===== src/rtl/switch_allocator_pkg.sv =====
// Shared constants and helpers for the quadtree router switch allocator.
// Latency: n/a (declarations only).
// Backpressure: n/a (declarations only).
//
// Port numbering: bits 0-3 are the four children, bit 4 is the parent/local port.
package switch_allocator_pkg;

   localparam int DIRECTION       = 5;
   localparam int DIR_CHILD0      = 0;
   localparam int DIR_CHILD1      = 1;
   localparam int DIR_CHILD2      = 2;
   localparam int DIR_CHILD3      = 3;
   localparam int DIR_LOCAL       = 4;
   localparam int ARB_PORT_PARENT = 4;

   localparam int CREDIT_DEFAULT  = 4;
   localparam int CREDIT_WIDTH    = $clog2(CREDIT_DEFAULT + 1);

   typedef logic [DIRECTION-1:0] port_mask_t;

   // Maps 0..2*DIRECTION-1 back onto a port index 0..DIRECTION-1.
   function automatic logic [2:0] port_wrap(input int v);
      if (v >= DIRECTION) begin
         return 3'(v - DIRECTION);
      end
      return 3'(v);
   endfunction

endpackage


===== src/rtl/switch_allocator_if.sv =====
// Request/grant bundle between routing computers, allocator and crossbar.
// Latency: n/a (wires only).
// Backpressure: grant acts as the pop/ready for each input; credit_in returns downstream space.
//
// Ports:
//   req_valid  per-input flit present
//   req_port   per-input route mask, input i at [5i+4:5i]
//   credit_in  per-output one-cycle credit return pulse
//   grant      per-input pop (registered)
//   xbar_sel   per-output one-hot input select, output o at [5o+4:5o]
//   out_valid  per-output flit present on crossbar
interface switch_allocator_if;
   import switch_allocator_pkg::*;

   logic [DIRECTION-1:0]           req_valid;
   logic [DIRECTION*DIRECTION-1:0] req_port;
   logic [DIRECTION-1:0]           credit_in;
   logic [DIRECTION-1:0]           grant;
   logic [DIRECTION*DIRECTION-1:0] xbar_sel;
   logic [DIRECTION-1:0]           out_valid;

   // Upstream/environment side.
   modport master (
      output req_valid,
      output req_port,
      output credit_in,
      input  grant,
      input  xbar_sel,
      input  out_valid
   );

   // Allocator side.
   modport slave (
      input  req_valid,
      input  req_port,
      input  credit_in,
      output grant,
      output xbar_sel,
      output out_valid
   );
endinterface


===== src/rtl/switch_allocator_credit_counter.sv =====
// Per-output downstream credit counter, reset full at CREDIT.
// Latency: inc/dec take effect on the next edge; avail reflects the registered count.
// Backpressure: avail=0 blocks allocation to this output until a credit returns.
//
// Ports: clk, rst (async active-high), dec (output claimed), inc (credit returned),
//        avail (count > 0).
module credit_counter #(
   parameter int CREDIT = 4
) (
   input  logic clk,
   input  logic rst,
   input  logic dec,
   input  logic inc,
   output logic avail
);
   localparam int          W    = $clog2(CREDIT + 1);
   localparam logic [W-1:0] FULL = W'(CREDIT);

   logic [W-1:0] count;

   always_ff @(posedge clk or posedge rst) begin
      if (rst) begin
         count <= FULL;
      end else if (dec && !inc) begin
         // dec is only raised when avail=1, so no underflow.
         count <= count - 1'b1;
      end else if (inc && !dec && count != FULL) begin
         count <= count + 1'b1;
      end
   end

   assign avail = (count != '0);

   // A credit returned to a full counter means upstream/downstream disagree on depth.
   always_ff @(posedge clk) begin
      if (!rst) begin
         assert (!(inc && !dec && count == FULL))
            else $warning("credit_counter: credit_in on full counter ignored");
      end
   end

endmodule


===== src/rtl/switch_allocator.sv =====
// Round-robin all-or-nothing switch allocator with per-output credit tracking.
// Latency: request sampled at edge t -> grant/xbar_sel/out_valid registered, valid in cycle t+1.
// Backpressure: grant pops the input; outputs without credit (or reserved) are not allocated.
//
// Ports: clk, rst (async active-high), bus (switch_allocator_if.slave:
//        req_valid/req_port/credit_in in, grant/xbar_sel/out_valid out).
module switch_allocator
   import switch_allocator_pkg::*;
#(
   parameter int CREDIT = CREDIT_DEFAULT
) (
   input  logic                  clk,
   input  logic                  rst,
   switch_allocator_if.slave     bus
);

   logic [2:0]                     rr_ptr;
   logic [2:0]                     ptr_n;
   port_mask_t                     avail;
   port_mask_t                     claimed;
   port_mask_t                     reserved;
   port_mask_t                     grant_n;
   logic [DIRECTION*DIRECTION-1:0] sel_n;

   // Greedy allocation, unrolled over the five inputs starting at rr_ptr.
   always_comb begin
      int         idx;
      port_mask_t mask;
      logic       first_seen;
      logic       first_grant;
      logic       no_conflict;
      logic       creds_ok;
      logic       no_resv;

      claimed     = '0;
      reserved    = '0;
      grant_n     = '0;
      sel_n       = '0;
      ptr_n       = rr_ptr;
      first_seen  = 1'b0;
      first_grant = 1'b0;
      idx         = 0;
      mask        = '0;
      no_conflict = 1'b0;
      creds_ok    = 1'b0;
      no_resv     = 1'b0;

      for (int k = 0; k < DIRECTION; k++) begin
         idx  = int'(port_wrap(int'(rr_ptr) + k));
         mask = bus.req_port[idx*DIRECTION +: DIRECTION];
         // The registered grant masks the input until its pop lands.
         if (bus.req_valid[idx] && !bus.grant[idx]) begin
            if (mask == '0) begin
               // Unroutable flit: drop it, no output, no pointer effect.
               grant_n[idx] = 1'b1;
            end else begin
               no_conflict = ((mask & claimed) == '0);
               creds_ok    = ((mask & ~avail) == '0);
               no_resv     = ((mask & reserved) == '0);
               if (no_conflict && creds_ok && no_resv) begin
                  grant_n[idx] = 1'b1;
                  claimed      = claimed | mask;
                  for (int o = 0; o < DIRECTION; o++) begin
                     if (mask[o]) begin
                        sel_n[o*DIRECTION + idx] = 1'b1;
                     end
                  end
                  if (!first_grant) begin
                     first_grant = 1'b1;
                     ptr_n       = port_wrap(idx + 1);
                  end
               end else if (!first_seen && !creds_ok) begin
                  // Highest-priority nonzero request starved only by credits:
                  // hold its outputs so a wide (broadcast) mask can't be starved.
                  reserved = mask;
               end
               first_seen = 1'b1;
            end
         end
      end
   end

   genvar o;
   generate
      for (o = 0; o < DIRECTION; o++) begin : g_out
         credit_counter #(
            .CREDIT (CREDIT)
         ) u_cc (
            .clk   (clk),
            .rst   (rst),
            .dec   (claimed[o]),
            .inc   (bus.credit_in[o]),
            .avail (avail[o])
         );
      end
   endgenerate

   always_ff @(posedge clk or posedge rst) begin
      if (rst) begin
         bus.grant     <= '0;
         bus.xbar_sel  <= '0;
         bus.out_valid <= '0;
         rr_ptr        <= '0;
      end else begin
         bus.grant     <= grant_n;
         bus.xbar_sel  <= sel_n;
         // claimed is exactly the OR of each output's select slice.
         bus.out_valid <= claimed;
         rr_ptr        <= ptr_n;
      end
   end

endmodule


===== src/flat_wrapper.sv =====
// flat-port wrapper written by rule: the top's interface ports become plain ports
module switch_allocator_flat import switch_allocator_pkg::*;
#(
   parameter int CREDIT = CREDIT_DEFAULT
)
  (clk, rst, bus_req_valid, bus_req_port, bus_credit_in, bus_grant, bus_xbar_sel, bus_out_valid);
  switch_allocator_if bus_i ();
  input  logic clk;
  input  logic rst;
  input wire logic [$bits(bus_i.req_valid)-1:0] bus_req_valid;
  input wire logic [$bits(bus_i.req_port)-1:0] bus_req_port;
  input wire logic [$bits(bus_i.credit_in)-1:0] bus_credit_in;
  output wire logic [$bits(bus_i.grant)-1:0] bus_grant;
  output wire logic [$bits(bus_i.xbar_sel)-1:0] bus_xbar_sel;
  output wire logic [$bits(bus_i.out_valid)-1:0] bus_out_valid;
  assign bus_i.req_valid = bus_req_valid;
  assign bus_i.req_port = bus_req_port;
  assign bus_i.credit_in = bus_credit_in;
  assign bus_grant = bus_i.grant;
  assign bus_xbar_sel = bus_i.xbar_sel;
  assign bus_out_valid = bus_i.out_valid;
  switch_allocator #(.CREDIT(CREDIT)) u_core (.clk(clk), .rst(rst), .bus(bus_i));
endmodule

===== config.mk =====
export PLATFORM = sky130hd
export DESIGN_NAME = switch_allocator_flat
export DESIGN_NICKNAME = d
export VERILOG_FILES = /design/src/rtl/switch_allocator_pkg.sv /design/src/rtl/switch_allocator_if.sv /design/src/rtl/switch_allocator_credit_counter.sv /design/src/rtl/switch_allocator.sv /design/src/flat_wrapper.sv
export SDC_FILE = /design/constraint.sdc
export NUM_CORES = 1
export LEC_CHECK = 0
export CORE_UTILIZATION = 30
export CTS_CLUSTER_DIAMETER = 100
export CTS_CLUSTER_SIZE = 24
export DETAILED_ROUTE_END_ITERATION = 6
export PLACE_DENSITY = 0.45
export SYNTH_ARGS = -nofsm -noshare
export SYNTH_HDL_FRONTEND = slang
export SYNTH_HIERARCHICAL = 1
export SYNTH_SLANG_ARGS = --single-unit
export TNS_END_PERCENT = 5

===== constraint.sdc =====
create_clock -name clk -period 11 [get_ports clk]
set_input_delay 1.1 -clock clk [delete_from_list [all_inputs] [get_ports clk]]
set_output_delay 1.1 -clock clk [all_outputs]
set_load 0.01 [all_outputs]

==> impl_metrics.ini, run 1 <==
[worst_setup_path]
endpoint_kind = register
cp_num_buf_inv = 3
arrival_ns = 8.68
start_kind = register
cp_max_fo = 16
reg2reg_slack_ns = 2.55
critPathTopFamily = simple AND/OR/NAND/NOR gates
worst_path_largest_cell_delay_ns = 0.99
cp_cell_sequence = inv_1 -> ha_1 -> inv_1 -> fa_1 -> nor3_1 -> nor2_2 -> inv_2 -> a21oi_1 -> o21ai_1 -> a222oi_1 -> and3b_1 -> o21ai_1 -> or4_1 -> a41oi_1 -> nand4b_1 -> nor3_2 -> and2_1 -> a2111o_1 -> nor2b_2 -> xnor2_1 -> ha_1 -> nor4b_1 -> a31o_1 -> o22ai_2
slowest_stage = o21ai_1
crit_required_ns = 11.23
critPathKind = register to register

[sta]
fmax_ghz = 0.118
fin_crit_ns = 8.45
slew_viol_final = 0
hold_viol_final = 0
fin_crit_sh_pct = 76.8
fin_ws_ns = 2.55
setup_violations = 0
tightest_slew_ns = 1.25
skew_ns = 0.0121
rsz0062_at_grt = no
timing.hold.ws_ns = 0.541
setup-tns-final_ns = 0
maxSlewHeadroom_pct = 15.9

[clock_tree]
numCtsBuffers = 5
ctsResizeCount = 0
worstSkewPairLatency_ns = 0.31
h-tree-depth = 2
hold_buffers = 0
clkSlewWorstSetupHoldPaths_ns = 0.08
post-cts-setup-buffer-count = 0
clock-sinks = 53
cts_tree = done
clock_path_buffers = 2
root_buffer = clkbuf_16

[floorplan]
dieArea_mm2 = 0.0356
start_util_pct = 30.4
ioPinCount = 72
std_cell_rows = 68
core-area_mm2 = 0.0345
die_w_um = 189
die_h_um = 189

[layout]
stdcell_count = 1857
layout.nets = 1503
layout_common_cells = a21oi_1 (106), nand2_1 (106), nor2_1 (102)
area_delta_synth_final_pct = 10.4
layout-drive-gt1-share_pct = 9.20
n_fill_cell = 3695
diodes = 0

[placed_design]
gp_congestion = 0.958
pre_cts_ws_ns = 2.88
placed_cells = 1849
dpl.hpwl_mm = 43.1
io_buffers = 71

[yosys]
netlist_area_mm2 = 0.0105
ys_ff_latch = 53
syn_inst = 1398
synthDominantCellAreaShare_pct = 11.5
synth_fp_nets = 1500
avgSynthCellArea_um2 = 7.49
synthArstFlopShare_pct = 100
yosys_warnings = 6
yosys.area.top_type = dfrtp_1
synth_edf_count = 0
synthTopCellsByArea = dfrtp_1 (11%), ha_1 (7.7%), a21oi_1 (5.1%)
yosys_most_used_dff = dfrtp_1
ys_seq_area_share_pct = 12.7
ys_types = 110

[grt]
grt_pass1_wl_mm = 80.3
grt_overflow = 0
antenna_found_initial = 1
grt_usage_pct = 29.9
grt_pass1_vias = 11600
grt_max_degree = 65

[detailed_routing]
routed_via_density = 6.77
ant_nets = 0
routed_wl_mm = 54.6
drt_drc_violations_left = 10
routed-via-count = 12600
first_pass_iters = 7
first_iter_violations = 2071
drt-wirelength-per-cell_um = 29.4

[status]
status = complete, but fails checks
failed_checks = DRC

[worst_hold_path]
hold_path_class = register to register

[run]
maxCapViolCount = 0
[synthesized netlist by cell type (15+ instances only)]
cell / count
a211oi_1: 22
a21oi_1: 106
a221oi_1: 20
a222oi_1: 26
a22oi_1: 18
a31oi_1: 15
a32oi_1: 35
and2_1: 27
and3_1: 17
buf_2: 29
clkbuf_1: 44
dfrtp_1: 48
ha_1: 64
inv_1: 64
mux2i_1: 19
nand2_1: 106
nand2b_1: 21
nand3_1: 53
nor2_1: 102
nor2b_1: 20
nor3_1: 45
nor3b_1: 18
o21ai_0: 51
o21ai_1: 16
o221ai_1: 24
o22ai_1: 48
or3_1: 17
[metal layers]
| layer | up-vias | global-route usage (%) | routed length, um |
|---|---|---|---|
| met4 | 2 | 7.66 | 1460 |
| met3 | 100 | 4.51 | 4800 |
| met1 | 6159 | 42.1 | 24000 |
| li1 | 5539 | - | - |
| met2 | 779 | 47.3 | 24400 |
| met5 | - | 0 | 13 |
[kinds of logic (layout without fill, tap and decap cells)]
group / count (synthesis) / after routing / synth area share [%]
DFF: 53 / 53 / 12.7
muxes: 39 / 39 / 4.94
xor gates and xnor gates: 11 / 11 / 1.06
adders and majority gates: 65 / 65 / 7.84
and+or+nand+nor: 507 / 507 / 25.5
buffers and inverters: 169 / 173 / 7.43
AOI/OAI and AO/OA: 554 / 554 / 40.5
[final timing paths]
| kind | startpoint | endpoint | cells past startpoint |
|---|---|---|---|
| setup / recovery | u_core/rr_ptr[0]$_DFF_PP0_ | u_core/g_out[3].u_cc/count[2]$_DFFE_PP1P_ | 24 |
| hold / removal | u_core/g_out[4].u_cc/count[1]$_DFFE_PP0P_ | u_core/g_out[4].u_cc/count[2]$_DFFE_PP1P_ | 1 |
| setup reg to reg | u_core/rr_ptr[0]$_DFF_PP0_ | u_core/g_out[3].u_cc/count[2]$_DFFE_PP1P_ | 24 |
| hold reg to reg | u_core/g_out[4].u_cc/count[1]$_DFFE_PP0P_ | u_core/g_out[4].u_cc/count[2]$_DFFE_PP1P_ | 1 |
| max in group asynchronous | rst | u_core/rr_ptr[0]$_DFF_PP0_ | 3 |
| min in group asynchronous | rst | u_core/bus.out_valid[2]$_DFF_PP0_ | 2 |
[sequential cells by signal (all words and copies together), names as in the netlist, named ones only]
| name | cells |
|---|---|
| u_core/bus.xbar_sel | 25 |
| u_core/g_out.u_cc/count | 15 |
| u_core/bus.grant | 5 |
| u_core/bus.out_valid | 5 |
| u_core/rr_ptr | 2 |
[through the flow]
| step | instance area (um^2) | util [%] |
|---|---|---|
| after global routing | 11600 | 33.5 |
| final | 11600 | 33.5 |
| after global placement | 11400 | 33.1 |
| after CTS | 11600 | 33.5 |
| after floorplan | 10500 | - |
| after detailed placement | 11400 | 33.1 |
[final cells by class]
class                      instances  area [um^2]  area share [%]
timing repair buffer              92          868            7.51
tap                              455          569            4.93
clock inverter                     3         28.8           0.249
sequential                        53         1330            11.5
clock buffer                       5          125            1.08
multi-input combinational       1176         8360            72.3
inverter                          73          274            2.37
[worst reg2reg max path, delay by kind of cell, from the launching register on]
kind	cells	cell delay, ns
AO/OA/AOI/OAI	8	2.49
XOR/XNOR	1	0.11
adder cells (fa/ha/maj)	3	1.50
buffers and inverters	3	0.78
flip-flops	1	0.40
AND/OR/NAND/NOR	9	3.10
Power of run 1 is not shown: default switching activity piles up to over one toggle a cycle in this logic, so the estimate is an artifact.
==> inputs of run 2 (changes only) <==
PLACE_DENSITY = 0.47   (was 0.45)
clock period = 7.4 ns   (was 11 ns; I/O delays follow)
==> run 2 against run 1 <==
- the flow still finishes with violations (DRC)
- final cell count up 2.0%
- clock skew down 0.00093 ns
- hold slack got worse by 0.0051 ns
- maximum frequency increased by 22%
- routed wire length is 0.88% lower
- register-to-register slack worse by 2.1 ns
- global-route usage down 0.24 points
- critical path depth is the same
- first-iteration DRC count is 17% lower
- via count is 0.17% higher
- clock-buffer cell count stayed put
- cell area increased by 2.5%
- critical path type unchanged
- largest cell class unchanged
==> impl_metrics.ini, run 2 (synthesis results as in run 1) <==
[clock_tree]
cts_tree = done
clkSlewWorstSetupHoldPaths_ns = 0.08
clock-sinks = 53
post-cts-setup-buffer-count = 0
numCtsBuffers = 5
root_buffer = clkbuf_16
worstSkewPairLatency_ns = 0.32
h-tree-depth = 2
clock_path_buffers = 2

[sta]
timing.hold.ws_ns = 0.536
skew_ns = 0.0111
hold_viol_final = 0
tightest_slew_ns = 0.975
fmax_ghz = 0.144
maxSlewHeadroom_pct = 34.8
rsz0062_at_grt = no
setup-tns-final_ns = 0
slew_viol_final = 0
fin_crit_ns = 6.94
fin_crit_sh_pct = 93.8
setup_violations = 0

[layout]
largest_reg_flops = 25
diodes = 0
top_register = u_core/bus.xbar_sel
layout-drive-gt1-share_pct = 11.7
layout.nets = 1541
layout_commonest_cell = nand2_1
layout_common_cells = nand2_1 (106), a21oi_1 (105), nor2_1 (102)
stdcell_count = 1895
area_delta_synth_final_pct = 13.2
largestRegisters = u_core/bus.xbar_sel: 25 flops, u_core/g_out.u_cc/count: 15 flops
final_cell_area_mm2 = 0.0118

[worst_setup_path]
r2r-start = u_core/rr_ptr[0]$_DFF_PP0_
arrival_ns = 7.18
endpoint_kind = register
slowest_stage = or4_4
critPathMostFrequentCell = inv_1
critPathTopFamily = simple AND/OR/NAND/NOR gates
cp_num_cells = 24
cp_num_buf_inv = 3
cp_max_fo = 12
critPathKind = register to register
reg2reg_slack_ns = 0.46
cp_cell_sequence = inv_1 -> ha_1 -> inv_1 -> fa_1 -> nand2b_1 -> o21a_1 -> inv_1 -> nor2_1 -> a21o_1 -> a222oi_1 -> and3b_1 -> o21ai_1 -> or4_4 -> a21boi_2 -> or3_1 -> nor2_1 -> nor4_1 -> a211o_1 -> nor2b_2 -> xnor2_1 -> ha_1 -> nor4b_1 -> a31o_1 -> o22ai_2
start_kind = register
rr_worst_depth = 24
crit_required_ns = 7.64
r2r_end = u_core/g_out[2].u_cc/count[2]$_DFFE_PP1P_
cp-startpoint = u_core/rr_ptr[0]$_DFF_PP0_
worst_path_largest_cell_delay_ns = 0.62
crit_path_end = u_core/g_out[2].u_cc/count[2]$_DFFE_PP1P_

[status]
status = complete, but fails checks
failed_checks = DRC

[detailed_routing]
drt_drc_violations_left = 12
routed-via-count = 12600
first_iter_violations = 1711
first_pass_iters = 7
drt-wirelength-per-cell_um = 28.6
routed_wl_mm = 54.2
routed_via_density = 6.65
ant_nets = 0

[worst_hold_path]
worstHoldStart = u_core/g_out[3].u_cc/count[1]$_DFFE_PP0P_
min_path_cells = 1
hold_path_class = register to register

[grt]
antenna_found_initial = 0
grt_pass1_vias = 11800
grt_pass1_wl_mm = 79.8
grt_overflow = 0
grt_usage_pct = 29.7
grt_max_degree = 31

[placed_design]
dpl.hpwl_mm = 43.2
io_buffers = 71
gp_congestion = 0.985
placed_cells = 1887
place_area_mm2 = 0.0117

[floorplan]
die_w_um = 189
start_util_pct = 30.4
ioPinCount = 72
core-area_mm2 = 0.0345
die_h_um = 189
dieArea_mm2 = 0.0356
std_cell_rows = 68

[run]
maxCapViolCount = 0
run 2: changes by cell type in the layout (fill, tap and decap cells not counted), sizes merged:
cell    before  now
clkinv       5    6
buf         21   59
inv         71   70
run 2: layer usage:
metal  vias to the layer above  wire, um  GRT usage [%]
li1                       5600         -              -
met1                      6194     23100           40.1
met2                       710     25000           49.0
met3                        97      4520           3.73
met4                         0      1480           8.78
met5                         -         0              0
run 2: metrics by stage:
stage	util (%)	setup slack, ns
6_report	34.4	0.456
5_1_grt	34.4	0.00955
4_1_cts	34.4	0.417
3_5_place_dp	33.9	0.432
3_3_place_gp	33.9	0.435
2_1_floorplan	-	0.882
run 2: how the worst min path moves through the flow:
stage / slack (ns) / end
after global placement: 0.53 / u_core/g_out[0].u_cc/count[2]$_DFFE_PP1P_
final: 0.54 / u_core/g_out[3].u_cc/count[2]$_DFFE_PP1P_
after CTS: 0.53 / u_core/g_out[3].u_cc/count[2]$_DFFE_PP1P_
after global routing: 0.56 / u_core/g_out[1].u_cc/count[2]$_DFFE_PP1P_
after detailed placement: 0.52 / u_core/g_out[3].u_cc/count[2]$_DFFE_PP1P_
after floorplan: 0.48 / u_core/g_out[0].u_cc/count[2]$_DFFE_PP1P_
run 2: timing repair:
| action | CTS | global route |
|---|---|---|
| hold endpoints to repair | 0 | 0 |
| gates resized for setup | 0 | 2 |
| setup endpoints to repair | 0 | 5 |
| hold buffers | 0 | 0 |
run 2: cell type report:
| cell class | count | area, um^2 |
|---|---|---|
| flip-flops and latches | 53 | 1330 |
| inverters | 73 | 274 |
| multi-input cells | 1176 | 8360 |
| repair buffers | 130 | 1150 |
| fillers | 3693 | 22600 |
| clock inverters | 3 | 26.3 |
| clock buffers | 5 | 125 |
| well taps | 455 | 569 |
run 2: worst register-to-register path, cell delays in order, from the launching register on:
cell      delay (ns)
dfrtp_2         0.48
inv_1           0.25
ha_1            0.22
inv_1           0.06
fa_1            0.54
nand2b_1        0.27
o21a_1          0.35
inv_1           0.43
nor2_1          0.19
a21o_1          0.32
a222oi_1        0.53
and3b_1         0.23
o21ai_1         0.16
or4_4           0.62
a21boi_2        0.21
or3_1           0.28
nor2_1          0.08
nor4_1          0.19
a211o_1         0.26
nor2b_2         0.32
xnor2_1         0.10
ha_1            0.22
nor4b_1         0.29
a31o_1          0.17
o22ai_2         0.08
Power of run 2 is left out for the same reason.
